## src/rtl/adder_arbiter.sv

```systemverilog
// adder_arbiter: round-robin arbiter sharing one add/sub datapath
// between NUM_REQ requesters through an issue and a response register.

module adder #(
  parameter int BITWIDTH = 16
) (
  input  logic [BITWIDTH-1:0] a,
  input  logic [BITWIDTH-1:0] b,
  input  logic                sub,
  output logic [BITWIDTH-1:0] sum
);

  assign sum = sub ? a - b : a + b;

endmodule

module adder_arbiter #(
  parameter int BITWIDTH = 16,
  parameter int NUM_REQ  = 4,
  parameter int ID_W     = $clog2(NUM_REQ)
) (
  input  logic                         clk,
  input  logic                         rst,
  input  logic [NUM_REQ-1:0]           req_valid,
  output logic [NUM_REQ-1:0]           req_ready,
  input  logic [NUM_REQ*BITWIDTH-1:0]  req_a,
  input  logic [NUM_REQ*BITWIDTH-1:0]  req_b,
  input  logic [NUM_REQ-1:0]           req_sub,
  output logic                         rsp_valid,
  input  logic                         rsp_ready,
  output logic [BITWIDTH-1:0]          rsp_result,
  output logic [ID_W-1:0]              rsp_id
);

  logic                s1_valid;
  logic [BITWIDTH-1:0] s1_a;
  logic [BITWIDTH-1:0] s1_b;
  logic                s1_sub;
  logic [ID_W-1:0]     s1_id;
  logic [ID_W-1:0]     rr_ptr;

  logic                s2_adv;
  logic                s1_adv;
  logic                s1_free;
  logic                gnt;
  logic [ID_W-1:0]     gnt_id;
  logic [ID_W-1:0]     nxt_ptr;
  logic [BITWIDTH-1:0] sum;
  int                  idx;

  assign s2_adv  = !rsp_valid || rsp_ready;
  assign s1_adv  = s1_valid && s2_adv;
  assign s1_free = !s1_valid || s2_adv;

  // First valid requester at or above rr_ptr, wrapping around.
  always_comb begin
    req_ready = '0;
    gnt       = 1'b0;
    gnt_id    = '0;
    idx       = 0;
    if (s1_free && !rst) begin
      for (int k = 0; k < NUM_REQ; k++) begin
        idx = (int'(rr_ptr) + k) % NUM_REQ;
        if (!gnt && req_valid[idx]) begin
          gnt    = 1'b1;
          gnt_id = ID_W'(idx);
        end
      end
      if (gnt) req_ready[gnt_id] = 1'b1;
    end
  end

  always_comb begin
    nxt_ptr = gnt_id + 1'b1;
    if (int'(gnt_id) == NUM_REQ - 1) nxt_ptr = '0;
  end

  adder #(.BITWIDTH(BITWIDTH)) u_adder (
    .a   (s1_a),
    .b   (s1_b),
    .sub (s1_sub),
    .sum (sum)
  );

  always_ff @(posedge clk) begin
    if (rst) begin
      s1_valid   <= 1'b0;
      s1_a       <= '0;
      s1_b       <= '0;
      s1_sub     <= 1'b0;
      s1_id      <= '0;
      rr_ptr     <= '0;
      rsp_valid  <= 1'b0;
      rsp_result <= '0;
      rsp_id     <= '0;
    end else begin
      if (s1_free) begin
        s1_valid <= gnt;
        if (gnt) begin
          s1_a   <= req_a[int'(gnt_id)*BITWIDTH +: BITWIDTH];
          s1_b   <= req_b[int'(gnt_id)*BITWIDTH +: BITWIDTH];
          s1_sub <= req_sub[gnt_id];
          s1_id  <= gnt_id;
          rr_ptr <= nxt_ptr;
        end
      end
      if (s1_adv) begin
        rsp_valid  <= 1'b1;
        rsp_result <= sum;
        rsp_id     <= s1_id;
      end else if (rsp_ready) begin
        rsp_valid <= 1'b0;
      end
    end
  end

endmodule
```

## config.mk

```make
export PLATFORM = sky130hd
export DESIGN_NAME = adder_arbiter
export DESIGN_NICKNAME = d
export VERILOG_FILES = /design/src/rtl/adder_arbiter.sv
export SDC_FILE = /design/constraint.sdc
export NUM_CORES = 1
export LEC_CHECK = 0
export BUFFER_PORTS_ARGS = -buffer_cell sky130_fd_sc_hd__clkbuf_2
export CAP_MARGIN = 5
export CORE_ASPECT_RATIO = 1.1
export CORE_UTILIZATION = 50
export DETAILED_ROUTE_END_ITERATION = 12
export PLACE_DENSITY = 0.91
export SKIP_CTS_REPAIR_TIMING = 1
export SLEW_MARGIN = 10
export SYNTH_ARGS = -nofsm -noshare
export SYNTH_HDL_FRONTEND = slang
export SYNTH_SLANG_ARGS = --single-unit
```

## constraint.sdc

```tcl
create_clock -name clk -period 8.9 [get_ports clk]
set_input_delay 1.335 -clock clk [delete_from_list [all_inputs] [get_ports clk]]
set_output_delay 1.335 -clock clk [all_outputs]
set_load 0.01 [all_outputs]
```

Word level (Yosys, flattened, before mapping):

Cells that the tools add are included.

* flip-flop bits (word level): 57
* bits in latches: 0
* RAM bits: 0
* memory bits (read-only): 0
* output and inout port bits: 23
* word-level logic and storage cells: 83
* memories: 0

* add/sub/neg operators: 6
* multipliers: 0
* divide/modulo/power cells: 0
* order comparisons: 7
* eq/ne operators: 1
* shifts and indexed selects: 2
* mux-type cells: 36
* bitwise logic cells: 3
* reduce and logical (&&, ||, !) cells: 19

Operator list (count)
* 64-bit by 7-bit variable part select with 16-bit output: 2
* 1-bit 2-to-1 mux: 20
* 16-bit adder: 1
* 16-bit 2-to-1 mux: 1
* 16-bit subtractor: 1
* 2-bit 2-to-1 mux: 7
* 3-bit by 4-bit < comparator with 1-bit output, second input constant: 3
* 1-bit binary-select mux with 2-bit select: 5
* 2-bit by 3-bit < comparator with 1-bit output, second input constant: 3
* 4-bit 2-to-1 mux: 2
* 1-bit logical AND: 6
* 1-bit zero test: 6
* 2-bit OR reduction: 3
* 2-bit by 1-bit adder with 2-bit output, second input constant: 2
* 2-bit adder, second input constant: 2
* 1-bit AND, first input constant: 3
* 1-bit demux with 2-bit select: 1
* 2-bit by 1-bit == test with 1-bit output, second input constant: 1
* 2-bit by 1-bit >= comparator with 1-bit output, second input constant: 1
* 1-bit logical OR: 2
* 2-bit AND reduction: 1
* 2-bit nonzero test: 1

Depth between registers and ports, before layout:

* depth after elaboration: 23
* gate-level depth with buffers: 14

Modules after synthesis:

A second synthesis with hierarchy kept.

* cells, all modules: 575
* area total of the unflattened synthesis: 4441.8 µm²

By module, submodules not included
* adder_arbiter: times used 1, cells an instance 439, area an instance 3452.1 µm², seq. area each 1141.1 µm²
* adder: times used 1, cells an instance 136, area an instance 989.7 µm², seq. area each 0.0 µm²

Worst setup path before layout:

No wires, ideal clock.

* kind: input to output
* start: input req_valid[2]
* end: output req_ready[3]
* arrival time: 2709 ps
* required time: 7565 ps
* setup slack: 4856 ps
* cell stages on the path: 8
* path through: mux2i_1 -> nor2_1 -> or4_1 -> buf_2 -> or2_1 -> buf_6 -> buf_6 -> inv_1

* word-level cells in the longest chain between the ends: 22

Ends and longest elaborated chain
* from (decl): line 24 `input logic [NUM_REQ-1:0] req_valid,`
* 1-bit binary-select mux with 2-bit select: line 64 `if (!gnt && req_valid[idx]) begin`
* 1-bit 2-to-1 mux (not written as such): line 64
* 1-bit 2-to-1 mux: line 64
* 1-bit 2-to-1 mux: line 61 `if (s1_free && !rst) begin`
* 1-bit zero test: line 64
* 1-bit logical AND: line 64
* 1-bit 2-to-1 mux: line 64
* 1-bit 2-to-1 mux: line 61
* [... 6 more ...]
* 2-bit 2-to-1 mux: line 64
* 2-bit 2-to-1 mux: line 61
* 2-bit by 3-bit < comparator with 1-bit output (not written as such) or 2-bit by 1-bit >= comparator with 1-bit output (tied branches): line 69 `if (gnt) req_ready[gnt_id] = 1'b1;`
* 1-bit logical AND (not written as such): line 69
* 1-bit 2-to-1 mux (not written as such): line 69
* 1-bit demux with 2-bit select: line 69
* 4-bit 2-to-1 mux (*): line 69
* 4-bit 2-to-1 mux (*): line 61
* to (decl): line 25 `output logic [NUM_REQ-1:0] req_ready,`

Every way passes the cells marked *; elsewhere a longest branch is shown, timed or not. The select of a mux whose other input is x is not followed.

Worst setup path in the final report:

* start: input rst
* end: output req_ready[3]

* word-level cells in the longest chain between the ends: 3

Ends and longest elaborated chain
* from (decl): line 23 `input logic rst,`
* 1-bit zero test: line 61
* 1-bit logical AND: line 61
* 4-bit 2-to-1 mux: line 61

Every way passes these cells.

==> Flow_metrics.wiki <==
{| class="wikitable"
! Metric !! Value
|-
| Outcome || completed
|-
| Global-route wire length before repair || 18.53 mm
|-
| Type of origin of the critical path || input port
|-
| Antenna violations before repair || 0
|-
| Maximum clock frequency || 196.4 MHz
|-
| Reg-to-reg setup timing slack || 5.16 ns
|-
| CTS tree || yes
|-
| Worst path setup slack after routing || roughly 3.8 ns
|-
| Count of flip-flops with a built-in enable after synthesis || 0
|-
| Fraction of registers with async set or reset after synthesis || 0
|-
| Total buffers and inverters traversed by the critical path || 4
|-
| Worst vdd ir || 0.00009963 V
|-
| Top FF cell, synth || dfxtp_1
|-
| Capturing element type of the critical path || output pin
|-
| Cts bufs inserted || 9
|-
| Total clock sinks || 57
|-
| Maximum fanout encountered on the critical timing path || 42
|-
| Synth area leader || dfxtp_1
|-
| Critical Path Slowest Stage Cell || or4_1
|-
| Number of fillers in the final layout || a little under 700
|-
| Final TNS setup || 0 ns
|-
| Worst setup path category || input port to output pin
|-
| All-Layer GR Usage || 0.2839
|-
| Ranking of synthesized cells by area || dfxtp_1 29%, nand2_1 11%, ha_1 5.3%, and3_1 5.2%, o221ai_1 5.1%
|-
| Fraction of the yosys area taken by sequential cells || 0.2864
|-
| Number of remaining DRC errors || 0
|-
| Cell Chain, Critical Path || clkbuf_2 > a21o_1 > or4_1 > or2_1 > buf_4 > inv_1 > clkbuf_2
|-
| Netlist Area Pre-Place || approximately 4000 um2
|-
| Rows || 33
|-
| Post-placement worst setup slack || 3.827 ns
|-
| Number of port buffers || 161
|-
| Worst reg2reg path depth || 11
|-
| Synthesis-to-layout area growth || 26.98%
|-
| Master cell of the clock root buffer || clkbuf_8
|-
| Weighted congestion at the end of routability-driven global placement || 0.9052
|-
| Clock Skews || slightly below 0.01 ns
|-
| CP max stage delay || 0.82 ns
|-
| Share of the core filled with cells || 0.6658
|-
| Drt initial violations || 197
|-
| Layout cells sized above 1 || 0.2859
|-
| Clk_lat worst skew || 0.34 ns
|-
| Number of pins exceeding their max-slew limit in the final report || 0
|-
| Placement Cell Area || 4782 um2
|-
| Warning count from the yosys run || 0
|-
| Worst-case clock buffer depth || 2
|-
| Number of levels the H-tree was split into || 3
|-
| Vias after detailed routing || 4374
|-
| Total half-perimeter wirelength after legalization and detailed placement || 8.569 mm
|-
| WL final || roughly 11 mm
|-
| Nets || 834
|-
| Sequential cell area in the final layout || 1141 um2
|-
| Via density || 5.558
|-
| Die X-Extent || 87.11 um
|-
| Required time reported for the critical path endpoint || 7.57 ns
|-
| Vias in the first global route || 4193
|-
| Top cell family by delay on the critical path || simple AND/OR/NAND/NOR gates
|-
| Syn Area/Cell || ~7.4 um2
|-
| Areal power density over the cells || between 200 and 250 nW/um2
|-
| Clock-pin transition on the worst setup and hold timing paths || 0.07 ns
|-
| First-pass DRT Iterations || 5
|-
| Initial Utilization || 0.5244
|-
| FF+latch count, synth || 57
|-
| Tcrit/Tclk final || 0.5722
|-
| Wire per inst || 14.10 um
|-
| Maximum number of pins on one net before global-route repair || 43
|-
| Number of hold-slack violations in the final timing report || 0
|-
| Diode count || 0
|-
| Number of distinct library cells after synthesis || 52
|-
| Gate count after technology mapping || 538
|-
| Aggregate global routing overflow || 0
|-
| Total I/O pin count || 162
|-
| Leakage power || 2.382 nW
|-
| Unrepaired setup endpoints after global routing || no
|-
| Non-Filler Cell Area, Final || 5059 um2
|-
| MaxCap Viol Count || 0
|-
| Overall die height || 95.62 um
|-
| Fin crit period || 5.092 ns
|-
| Number of logic stages on the critical path including buffering || 7
|-
| ANT nets after route || 0
|-
| CP arrival || 3.76 ns
|-
| Worst-case headroom to the max-slew limit || 0.2364
|-
| Placeable Area || 7597 um2
|-
| Net count after synthesis || roughly 700
|-
| Min-Delay Path Depth || 2
|-
| Most frequent cell on the critical path || clkbuf_2
|-
| Area share of the leading cell type in the synthesized netlist || 0.2864
|-
| Endpoints failing setup || 0
|-
| Worst-Margin Slew || 1.143 ns
|-
| Overall die area || 8329 um2
|-
| Type of the worst min-delay path || flop to flop
|-
| Area of the multi-input gates || ~2600 um2
|}
-- flip-flops by register name (all words and copies together) (netlist names) --
register and flops:
rsp_id 2, rsp_result 16, s1_sub 1, rsp_valid 1, s1_b 16, s1_a 16
rr_ptr 2, s1_id 2, s1_valid 1
-- worst paths after layout --
path / start / to
setup reg to reg: s1_b[2] / rsp_result[13]
setup / recovery: rst / req_ready[3]
hold / removal: s1_id[1] / s1_id[1]
hold reg to reg: s1_id[1] / s1_id[1]
-- kinds of logic after synthesis --
logic type      count (synthesis)  share of synthesized area
compound gates                141                     0.2506
mux                             5                    0.01256
buf+inv                        52                    0.05904
simple gates                  247                     0.2933
fa+ha+maj                      18                    0.05842
xor+xnor                       18                    0.03957
flops                          57                     0.2864
-- metrics by stage --
stage	hold WS (ns)	total power, mW	cells
6_report	0.4570	1.106	787
2_1_floorplan	0.4227	0.6476	538
3_3_place_gp	0.4313	0.7564	771
3_5_place_dp	0.4423	0.7720	771
4_1_cts	0.4561	1.104	787
5_1_grt	0.4781	1.181	787
-- cells in the mapped netlist, types with 4 or more instances --
cell	n
nor3_1	12
xnor2_1	17
nor2b_1	4
nand2_1	120
nor3b_1	4
mux2i_1	5
a21oi_1	28
clkbuf_1	27
nand3_1	9
o221ai_1	23
and3_1	33
nor2_1	33
o21ai_0	14
or4_1	7
nand3b_1	6
a31oi_1	4
nand2b_1	6
inv_1	14
o21a_1	5
o21ai_1	29
o221ai_2	11
a21o_1	4
a211oi_1	6
dfxtp_1	57
ha_1	17
buf_6	5
-- cell type report --
class,count,area share
clock buffer,11,0.02993
clock inverter,5,0.02473
tap,105,0.02597
inverter,15,0.01113
multi-input combinational,429,0.5174
timing repair buffer,165,0.1652
sequential,57,0.2256
-- report_power, final --
group / switching, mW / leakage, nW / internal, mW / total (mW)
clock network: 0.102 / 0.140 / 0.229 / 0.331
registers: 0.0403 / 0.474 / 0.301 / 0.341
logic: 0.241 / 1.77 / 0.192 / 0.433
-- cell usage in the layout, fill, tap and decap left out, types with 14 or more instances in the layout --
master    count
o21ai_0      14
ha_1         17
a21oi_1      28
clkbuf_2    161
nand2_1     120
and3_1       33
dfxtp_1      57
nor2_1       31
o21ai_1      29
o221ai_1     23
inv_1        14
xnor2_1      17
-- layer usage --
| layer | global-route usage | vias up | wire, um |
|---|---|---|---|
| met5 | 0 | - | 0 |
| met4 | 0.1161 | 0 | 360 |
| met3 | 0.06494 | 31 | 587 |
| met2 | 0.5171 | 183 | 5523 |
| met1 | 0.3177 | 1944 | 4627 |
| li1 | - | 2216 | - |
-- worst min-delay path, stage by stage (launching register included) --
cell	delay, ns
dfxtp_1	0.32
nand2_1	0.05
nand2_1	0.05
Note: power is estimated with default switching activity, not from simulation.
